`src/rtl/fb_pkg.sv`:
```
// Shared frame-buffer constants and types.
// Used by the scanout reader and the writer side.
package fb_pkg;

  localparam int FB_DATA_W = 4;
  localparam int H_RES_DEF = 1280;
  localparam int V_RES_DEF = 720;

  localparam logic [7:0] GRAY_STEP = 8'd17;
  localparam logic [7:0] HEAT_STEP = 8'd34;

  typedef enum logic [1:0] {
    MODE_GRAY = 2'd0,
    MODE_INV  = 2'd1,
    MODE_HEAT = 2'd2,
    MODE_RSVD = 2'd3
  } mode_e;

endpackage

```
`src/rtl/fb_palette_lut.sv`:
```
// Registered 4-bit code to 24-bit RGB palette.
// Invalid pixels register as black.
module fb_palette_lut
  import fb_pkg::*;
(
  input  logic                 clk,
  input  logic                 rst,
  input  logic                 valid_i,
  input  logic [FB_DATA_W-1:0] code_i,
  input  logic [1:0]           mode_i,
  output logic [23:0]          rgb_o
);

  logic [7:0]  c8;
  logic [7:0]  r_d, g_d, b_d;
  logic [23:0] rgb_q;

  always_comb begin
    c8  = {4'b0, code_i};
    r_d = c8 * GRAY_STEP;
    g_d = r_d;
    b_d = r_d;
    unique case (mode_e'(mode_i))
      MODE_INV: begin
        r_d = 8'd255 - c8 * GRAY_STEP;
        g_d = r_d;
        b_d = r_d;
      end
      MODE_HEAT: begin
        r_d = code_i[3] ? 8'd255 : c8 * HEAT_STEP;
        g_d = code_i[3] ? (c8 - 8'd8) * HEAT_STEP : 8'd0;
        b_d = (code_i == 4'hF) ? 8'd255 : 8'd0;
      end
      default: ;
    endcase
  end

  always_ff @(posedge clk or negedge rst) begin
    if (!rst) rgb_q <= '0;
    else      rgb_q <= valid_i ? {r_d, g_d, b_d} : 24'd0;
  end

  assign rgb_o = rgb_q;

endmodule

```
`src/rtl/fb_scanout_reader.sv`:
```
// Display-side frame-buffer reader: timing coords to BRAM
// address, read-latency alignment, palette and sync delay.
module fb_scanout_reader
  import fb_pkg::*;
#(
  parameter int H_RES  = H_RES_DEF,
  parameter int V_RES  = V_RES_DEF,
  parameter int ADDR_W = 20,
  parameter int RD_LAT = 2
) (
  input  logic                 clk,
  input  logic                 rst,
  input  logic [15:0]          i_sx,
  input  logic [15:0]          i_sy,
  input  logic                 i_de,
  input  logic                 i_hsync,
  input  logic                 i_vsync,
  input  logic [1:0]           i_mode,
  output logic [ADDR_W-1:0]    o_addr,
  output logic                 o_en,
  input  logic [FB_DATA_W-1:0] i_data,
  output logic [7:0]           o_red,
  output logic [7:0]           o_green,
  output logic [7:0]           o_blue,
  output logic                 o_de,
  output logic                 o_hsync,
  output logic                 o_vsync,
  output logic                 o_err
);

  localparam int L = RD_LAT + 2;
  localparam logic [15:0] H_LIM = 16'(H_RES);
  localparam logic [15:0] V_LIM = 16'(V_RES);
  localparam logic [ADDR_W-1:0] STRIDE = ADDR_W'(H_RES);

  logic [15:0]       row_q, row_d;
  logic [ADDR_W-1:0] base_q, base_d;
  logic              lost_q, lost_d;
  logic              err_q, err_d;
  logic [ADDR_W-1:0] addr_q, addr_d;
  logic              en_q, en_d;
  logic [1:0]        mode_q, mode_d;
  logic              vs_prev_q;
  logic [RD_LAT-1:0] vld_q;
  logic [3*L-1:0]    sync_q;
  logic [23:0]       rgb;

  // Row base advances by one stride per line, so no multiply.
  always_comb begin
    row_d  = row_q;
    base_d = base_q;
    lost_d = lost_q;
    err_d  = err_q;
    if (i_sy == 16'd0) begin
      row_d  = '0;
      base_d = '0;
      lost_d = 1'b0;
    end else if (i_sy == row_q + 16'd1) begin
      row_d  = row_q + 16'd1;
      base_d = base_q + STRIDE;
    end else if (i_sy != row_q) begin
      lost_d = 1'b1;
      err_d  = 1'b1;
    end
  end

  always_comb begin
    en_d = i_de & (i_sx < H_LIM) & (i_sy < V_LIM) & ~lost_q;
    addr_d = en_d ? base_q + ADDR_W'(i_sx) : addr_q;
    mode_d = (i_vsync & ~vs_prev_q) ? i_mode : mode_q;
  end

  always_ff @(posedge clk or negedge rst) begin
    if (!rst) begin
      row_q     <= '0;
      base_q    <= '0;
      lost_q    <= 1'b0;
      err_q     <= 1'b0;
      addr_q    <= '0;
      en_q      <= 1'b0;
      mode_q    <= '0;
      vs_prev_q <= 1'b0;
      vld_q     <= '0;
      sync_q    <= '0;
    end else begin
      row_q     <= row_d;
      base_q    <= base_d;
      lost_q    <= lost_d;
      err_q     <= err_d;
      addr_q    <= addr_d;
      en_q      <= en_d;
      mode_q    <= mode_d;
      vs_prev_q <= i_vsync;
      vld_q     <= RD_LAT'({vld_q, en_q});
      sync_q    <= (3*L)'({sync_q, i_de, i_hsync, i_vsync});
    end
  end

  fb_palette_lut u_lut (
    .clk     (clk),
    .rst     (rst),
    .valid_i (vld_q[RD_LAT-1]),
    .code_i  (i_data),
    .mode_i  (mode_q),
    .rgb_o   (rgb)
  );

  assign o_addr = addr_q;
  assign o_en   = en_q;
  assign o_err  = err_q;
  assign {o_red, o_green, o_blue} = rgb;
  assign {o_de, o_hsync, o_vsync} = sync_q[3*L-1 -: 3];

endmodule
```
`config.mk`:
```
export PLATFORM = sky130hd
export DESIGN_NAME = fb_scanout_reader
export DESIGN_NICKNAME = d
export VERILOG_FILES = /design/src/rtl/fb_pkg.sv /design/src/rtl/fb_palette_lut.sv /design/src/rtl/fb_scanout_reader.sv
export SDC_FILE = /design/constraint.sdc
export NUM_CORES = 1
export LEC_CHECK = 0
export CAP_MARGIN = 5
export CORE_ASPECT_RATIO = 0.5
export CORE_UTILIZATION = 50
export DETAILED_ROUTE_END_ITERATION = 10
export GPL_TIMING_DRIVEN = 0
export PLACE_DENSITY = 0.86
export SYNTH_ARGS = -nofsm -noshare
export SYNTH_HDL_FRONTEND = slang
export SYNTH_SLANG_ARGS = --single-unit
export TNS_END_PERCENT = 10
```
`constraint.sdc`:
```
create_clock -name clk -period 3.2 [get_ports clk]
set_clock_uncertainty 0.1 [all_clocks]
set_input_delay 0.64 -clock clk [delete_from_list [all_inputs] [get_ports clk]]
set_output_delay 0.64 -clock clk [all_outputs]
set_load 0.01 [all_outputs]
```
==> results of run 1 <==
==> worst max-delay path by stage <==
| stage | to | slack, ns | cells past startpoint |
|---|---|---|---|
| after floorplan | o_addr[18] | 0.51 | 8 |
| after detailed placement | o_addr[18] | -0.24 | 9 |
| after global routing | row_q[10] | 0.01 | 9 |
| after global placement | u_lut.rgb_o[7] | -1.43 | 1 |
| after CTS | o_addr[18] | 0.07 | 9 |
| final | base_q[14] | 0.16 | 7 |
==> cells by family after synthesis <==
family	count (synthesis)	share of synthesized area
DFF	81	0.441
xor gates and xnor gates	36	0.0687
buffers and inverters	52	0.0548
muxes	11	0.0251
and+or+nand+nor	207	0.229
adders and majority gates	18	0.0490
AOI/OAI and AO/OA	89	0.132
==> worst max-delay path, stage by stage <==
cell,delay [ns]
clkdlybuf4s50_1,0.53
or4_1,0.53
or3_1,0.48
clkbuf_1,0.30
clkbuf_1,0.33
o311ai_0,0.21
nand2_1,0.11
==> layer usage <==
metal,global-route usage,vias up
met4,0.0684,0
met2,0.401,152
li1,-,1947
met3,0.0885,21
met1,0.319,1905
met5,0,-
==> where the power goes <==
group | internal (uW) | switching (uW)
clock network | 609 | 426
registers | 1040 | 3.57
logic | 96.1 | 116
==> through the flow <==
| stage | util | setup slack [ns] |
|---|---|---|
| 2_1_floorplan | - | 0.508 |
| 3_3_place_gp | 0.642 | -1.43 |
| 3_5_place_dp | 0.646 | -0.242 |
| 4_1_cts | 0.680 | 0.0668 |
| 5_1_grt | 0.681 | 0.0125 |
| 6_report | 0.681 | 0.164 |
==> sequential cells by signal (all words and copies together), names as in the netlist <==
register     count
o_err            1
vld_q            2
sync_q          12
base_q          12
mode_q           2
u_lut.rgb_o     14
o_en             1
o_addr          20
row_q           16
lost_q           1
==> synthesized netlist by cell type, drive strengths merged (2+ instances only) <==
cell type  count
nand4          9
inv           14
or3            5
xor2          14
and3           2
nor2          28
or4           17
o21ai         17
nor4          13
clkbuf        14
o2111ai        2
o41ai          4
o311ai         4
mux2           4
dfrtp         81
a21boi         2
buf           24
nand2         85
mux2i          7
a31oi          2
and2           3
ha            18
a21o           3
o211ai        14
nand2b        13
nand3         16
a21oi         17
a311oi         2
nor3           7
xnor2         22
nor2b          4
o21a          13
==> area by class of cell <==
| type | count | area, sq um | area share |
|---|---|---|---|
| plain buffers | 38 | 199 | 0.0332 |
| repair buffers | 92 | 936 | 0.156 |
| clock buffers | 9 | 225 | 0.0376 |
| inverters | 14 | 52.6 | 0.00877 |
| clock inverters | 7 | 78.8 | 0.0132 |
| flip-flops and latches | 81 | 2030 | 0.338 |
| well taps | 117 | 146 | 0.0244 |
| multi-input cells | 361 | 2330 | 0.388 |
==> results.tsv, run 1 <==
metric	value	unit
status	finished, final reports clean	
startpoint	i_sy[6]	
syn_to_final_growth	30.5	%
dieWidth	138	um
drive_gt1_frac	0.0914	
final.period_utilization	0.949	
powerDensity	381	nW/um^2
arrival	3.14	ns
grt_pass1_vias	3767	
dieArea	9590	sq um
dp_cells	703	
cts_repair_resize_count	0	
drt_wl_total	11000	um
clk_latency	0.34	ns
met2_length	5360	um
drc	0	
max_freq	329	MHz
top_layer_used	met4	
grt_start_max_net_pins	63	
drt_iter0_markers	230	
initial_core_util	0.522	
worstPathMaxFanout	10	
cts_tree	done	
async_flop_share	1.00	
timing.rr.end	base_q[12]	
synthTopCellsByArea	dfrtp_1 44%, nand2_1 6.9%, ha_1 4.9%, xnor2_1 4.2%, or4_1 2.8%	
synth_edf_count	0	
antenna_left	0	
dr_wl_met3	806	um
netlist_instances	494	
synth.ff_latch_count	81	
viasPerCell	5.60	
seq_area_frac_synth	0.441	
reg2reg_depth	10	
setup_viol_count_final	0	
worstMarginPinSlew	0.957	ns
timing.rr.start	row_q[0]	
gp_congestion	0.921	
numPortBuffers	91	
cts.hold.buffers_added	0	
netlist.area_leader.share	0.441	
fin_nets	658	
hold_viol_final	0	
dp_hpwl	7940	um
vias	4025	
synth_ff_type	dfrtp_1	
layout_commonest_cell	clkdlybuf4s50_1	
core-area	8800	sq um
synth.largest_area_cell	dfrtp_1	
avgRoutedWirePerCell	15.2	um
required	3.31	ns
cts_root_buf	clkbuf_16	
die_y	69.8	um
cts_max_path_buffers	2	
clk_pin_slew_worst_paths	0.06	ns
numCtsBuffers	9	
dr.pass1.iters	5	
grt_usage	0.250	
maxSlewViolCount	0	
rsz0062_at_grt	no	
synth.distinct_cells	53	
endpoint_kind	flip-flop	
design_area	5990	sq um
avgSynthCellArea	9.30	sq um
htree_levels	3	
grt_overflow_total	0	
rrSetupSlack	0.25	ns
peakVddDrop	0.239	mV
relSlewSlack	0.357	
cts_sinks	81	
hold_path_class	in2async	
ios	92	
layout_common_cells	90 x clkdlybuf4s50_1, 84 x nand2_1, 81 x dfrtp_1	
antenna_cells	0	
antenna_found_initial	0	
leakagePower	0.00266	uW
ys_warn_count	0	
post-cts-setup-buffers	0	
place_area	5680	sq um
worstSetupPathType	in2reg	
post-route-min-period	3.04	ns
grt_pass1_wl	18300	um
instances_no_fill	719	
max-cap-violations	0	
rows	24	
fillers	705	
wl_met1	4620	um
hold_slack	0.0831	ns
syn_nets	555	
tns	0	ns
start_kind	primary input	
synth_area	4590	sq um
p_total	2280	uW
Power figures use the tool's default switching activity.
==> inputs of run 2 (changes only) <==
Settings changed: CORE_MARGIN set to 10.
==> run 2 against run 1 <==
Utilization fell by 0.43 points. Clock-buffer cell count did not move. Worst hold slack got worse by 0.061 ns. Non-clock buffer count did not move. Wire length rose by 8.3%. Largest power group unchanged. Total power fell by 1.8%.
==> results.tsv, run 2 (synthesis results as in run 1) <==
metric	value	unit
powerDensity	376	nW/um^2
drc	0	
worstSetupPathType	in2reg	
worstMarginPinSlew	0.968	ns
rows	24	
leakagePower	0.00265	uW
dr.pass1.iters	4	
grt_usage	0.178	
fillers	728	
grt_overflow_total	0	
core-area	8830	sq um
ios	92	
largest_register_ffs	20	
relSlewSlack	0.349	
viasPerCell	5.54	
fin_util	0.677	
post-route-min-period	3.00	ns
hold_slack	0.0224	ns
fin_nets	658	
peakVddDrop	0.270	mV
rsz0062_at_grt	no	
tns	0	ns
cts_root_buf	clkbuf_16	
drive_gt1_frac	0.0914	
numCtsBuffers	9	
layout_common_cells	90 x clkdlybuf4s50_1, 84 x nand2_1, 81 x dfrtp_1	
worstPathMaxFanout	10	
avgRoutedWirePerCell	16.5	um
reg2reg_depth	10	
hold_viol_final	0	
antenna_found_initial	0	
numPortBuffers	91	
grt_pass1_vias	3987	
vias	3982	
antenna_left	0	
start_kind	primary input	
required	3.31	ns
hold_path_class	in2async	
setup_viol_count_final	0	
register_area	2030	sq um
drt_wl_total	11900	um
layout_commonest_cell	clkdlybuf4s50_1	
max-cap-violations	0	
grt_start_max_net_pins	75	
instances_no_fill	719	
crit_path_end	base_q[14]	
timing.rr.end	lost_q	
final.period_utilization	0.938	
gp_congestion	0.907	
grt_pass1_wl	19700	um
clk_pin_slew_worst_paths	0.06	ns
dp_cells	703	
die_y	87.8	um
endpoint_kind	flip-flop	
startpoint	i_sy[6]	
arrival	3.11	ns
antenna_cells	0	
dp_hpwl	8760	um
clk_latency	0.34	ns
dieArea	13600	sq um
cts_max_path_buffers	2	
htree_levels	3	
cts_sinks	81	
rrSetupSlack	0.28	ns
maxSlewViolCount	0	
cts_tree	done	
drt_iter0_markers	293	
multi_input_comb_area	2330	sq um
dieWidth	156	um
timing.rr.start	row_q[0]	
status	finished, final reports clean	
max_freq	333	MHz
syn_to_final_growth	30.1	%
initial_core_util	0.520	
[run 2: cell count changes in the layout (fill, tap and decap cells not counted)]
cell	before	now
nor3_1	6	5
a2111oi_1	0	1
nor3_2	1	2
inv_6	1	2
inv_8	0	1
bufinv_16	1	0
clkinvlp_4	3	2
a2111oi_2	1	0
[run 2: area by class of cell]
cell class | instances | area share
multi-input combinational | 361 | 0.389
sequential | 81 | 0.339
timing repair buffer | 92 | 0.157
clock buffer | 9 | 0.0377
buffer | 38 | 0.0333
tap | 117 | 0.0245
clock inverter | 7 | 0.0103
inverter | 14 | 0.00880
[run 2: through the flow]
step / setup slack, ns / total power [uW] / instance area, sq um
5_1_grt: 0.0564 / 2320 / 5970
6_report: 0.199 / 2240 / 5970
3_3_place_gp: -1.41 / 1260 / 5650
3_5_place_dp: -0.209 / 1270 / 5680
4_1_cts: 0.100 / 2260 / 5970
2_1_floorplan: 0.508 / 1150 / 4590
[run 2: worst min-delay path by stage]
| stage | end | depth (start not counted) |
|---|---|---|
| final | row_q[1] | 1 |
| after global routing | row_q[1] | 1 |
| after CTS | row_q[12] | 1 |
| after detailed placement | sync_q[11] | 0 |
| after global placement | sync_q[5] | 0 |
| after floorplan | sync_q[10] | 0 |
[run 2: timing repair]
action | CTS | global route
setup endpoints to repair | 0 | 5
hold buffers | 0 | 0
resized for setup | 0 | 2
setup buffers | 0 | 0
[run 2: power breakdown]
part           leakage [uW]  internal (uW)  total (uW)  switching (uW)
sequential          0.00109           1030        1040            3.90
clock              0.000135            539         991             453
combinational       0.00143           96.4         215             118
[run 2: routing by layer]
| layer | up-vias | wire [um] | track usage |
|---|---|---|---|
| li1 | 1949 | - | - |
| met3 | 15 | 844 | 0.0499 |
| met5 | - | 0 | 0 |
| met1 | 1882 | 4960 | 0.210 |
| met4 | 0 | 164 | 0.0549 |
| met2 | 136 | 5900 | 0.312 |
[run 2: worst max-delay path, cell delays in order]
cell and delay (ns):
clkdlybuf4s50_1 0.53, or4_1 0.54, or3_1 0.48, clkbuf_1 0.29, clkbuf_1 0.33, o311ai_0 0.20
nand2_1 0.10
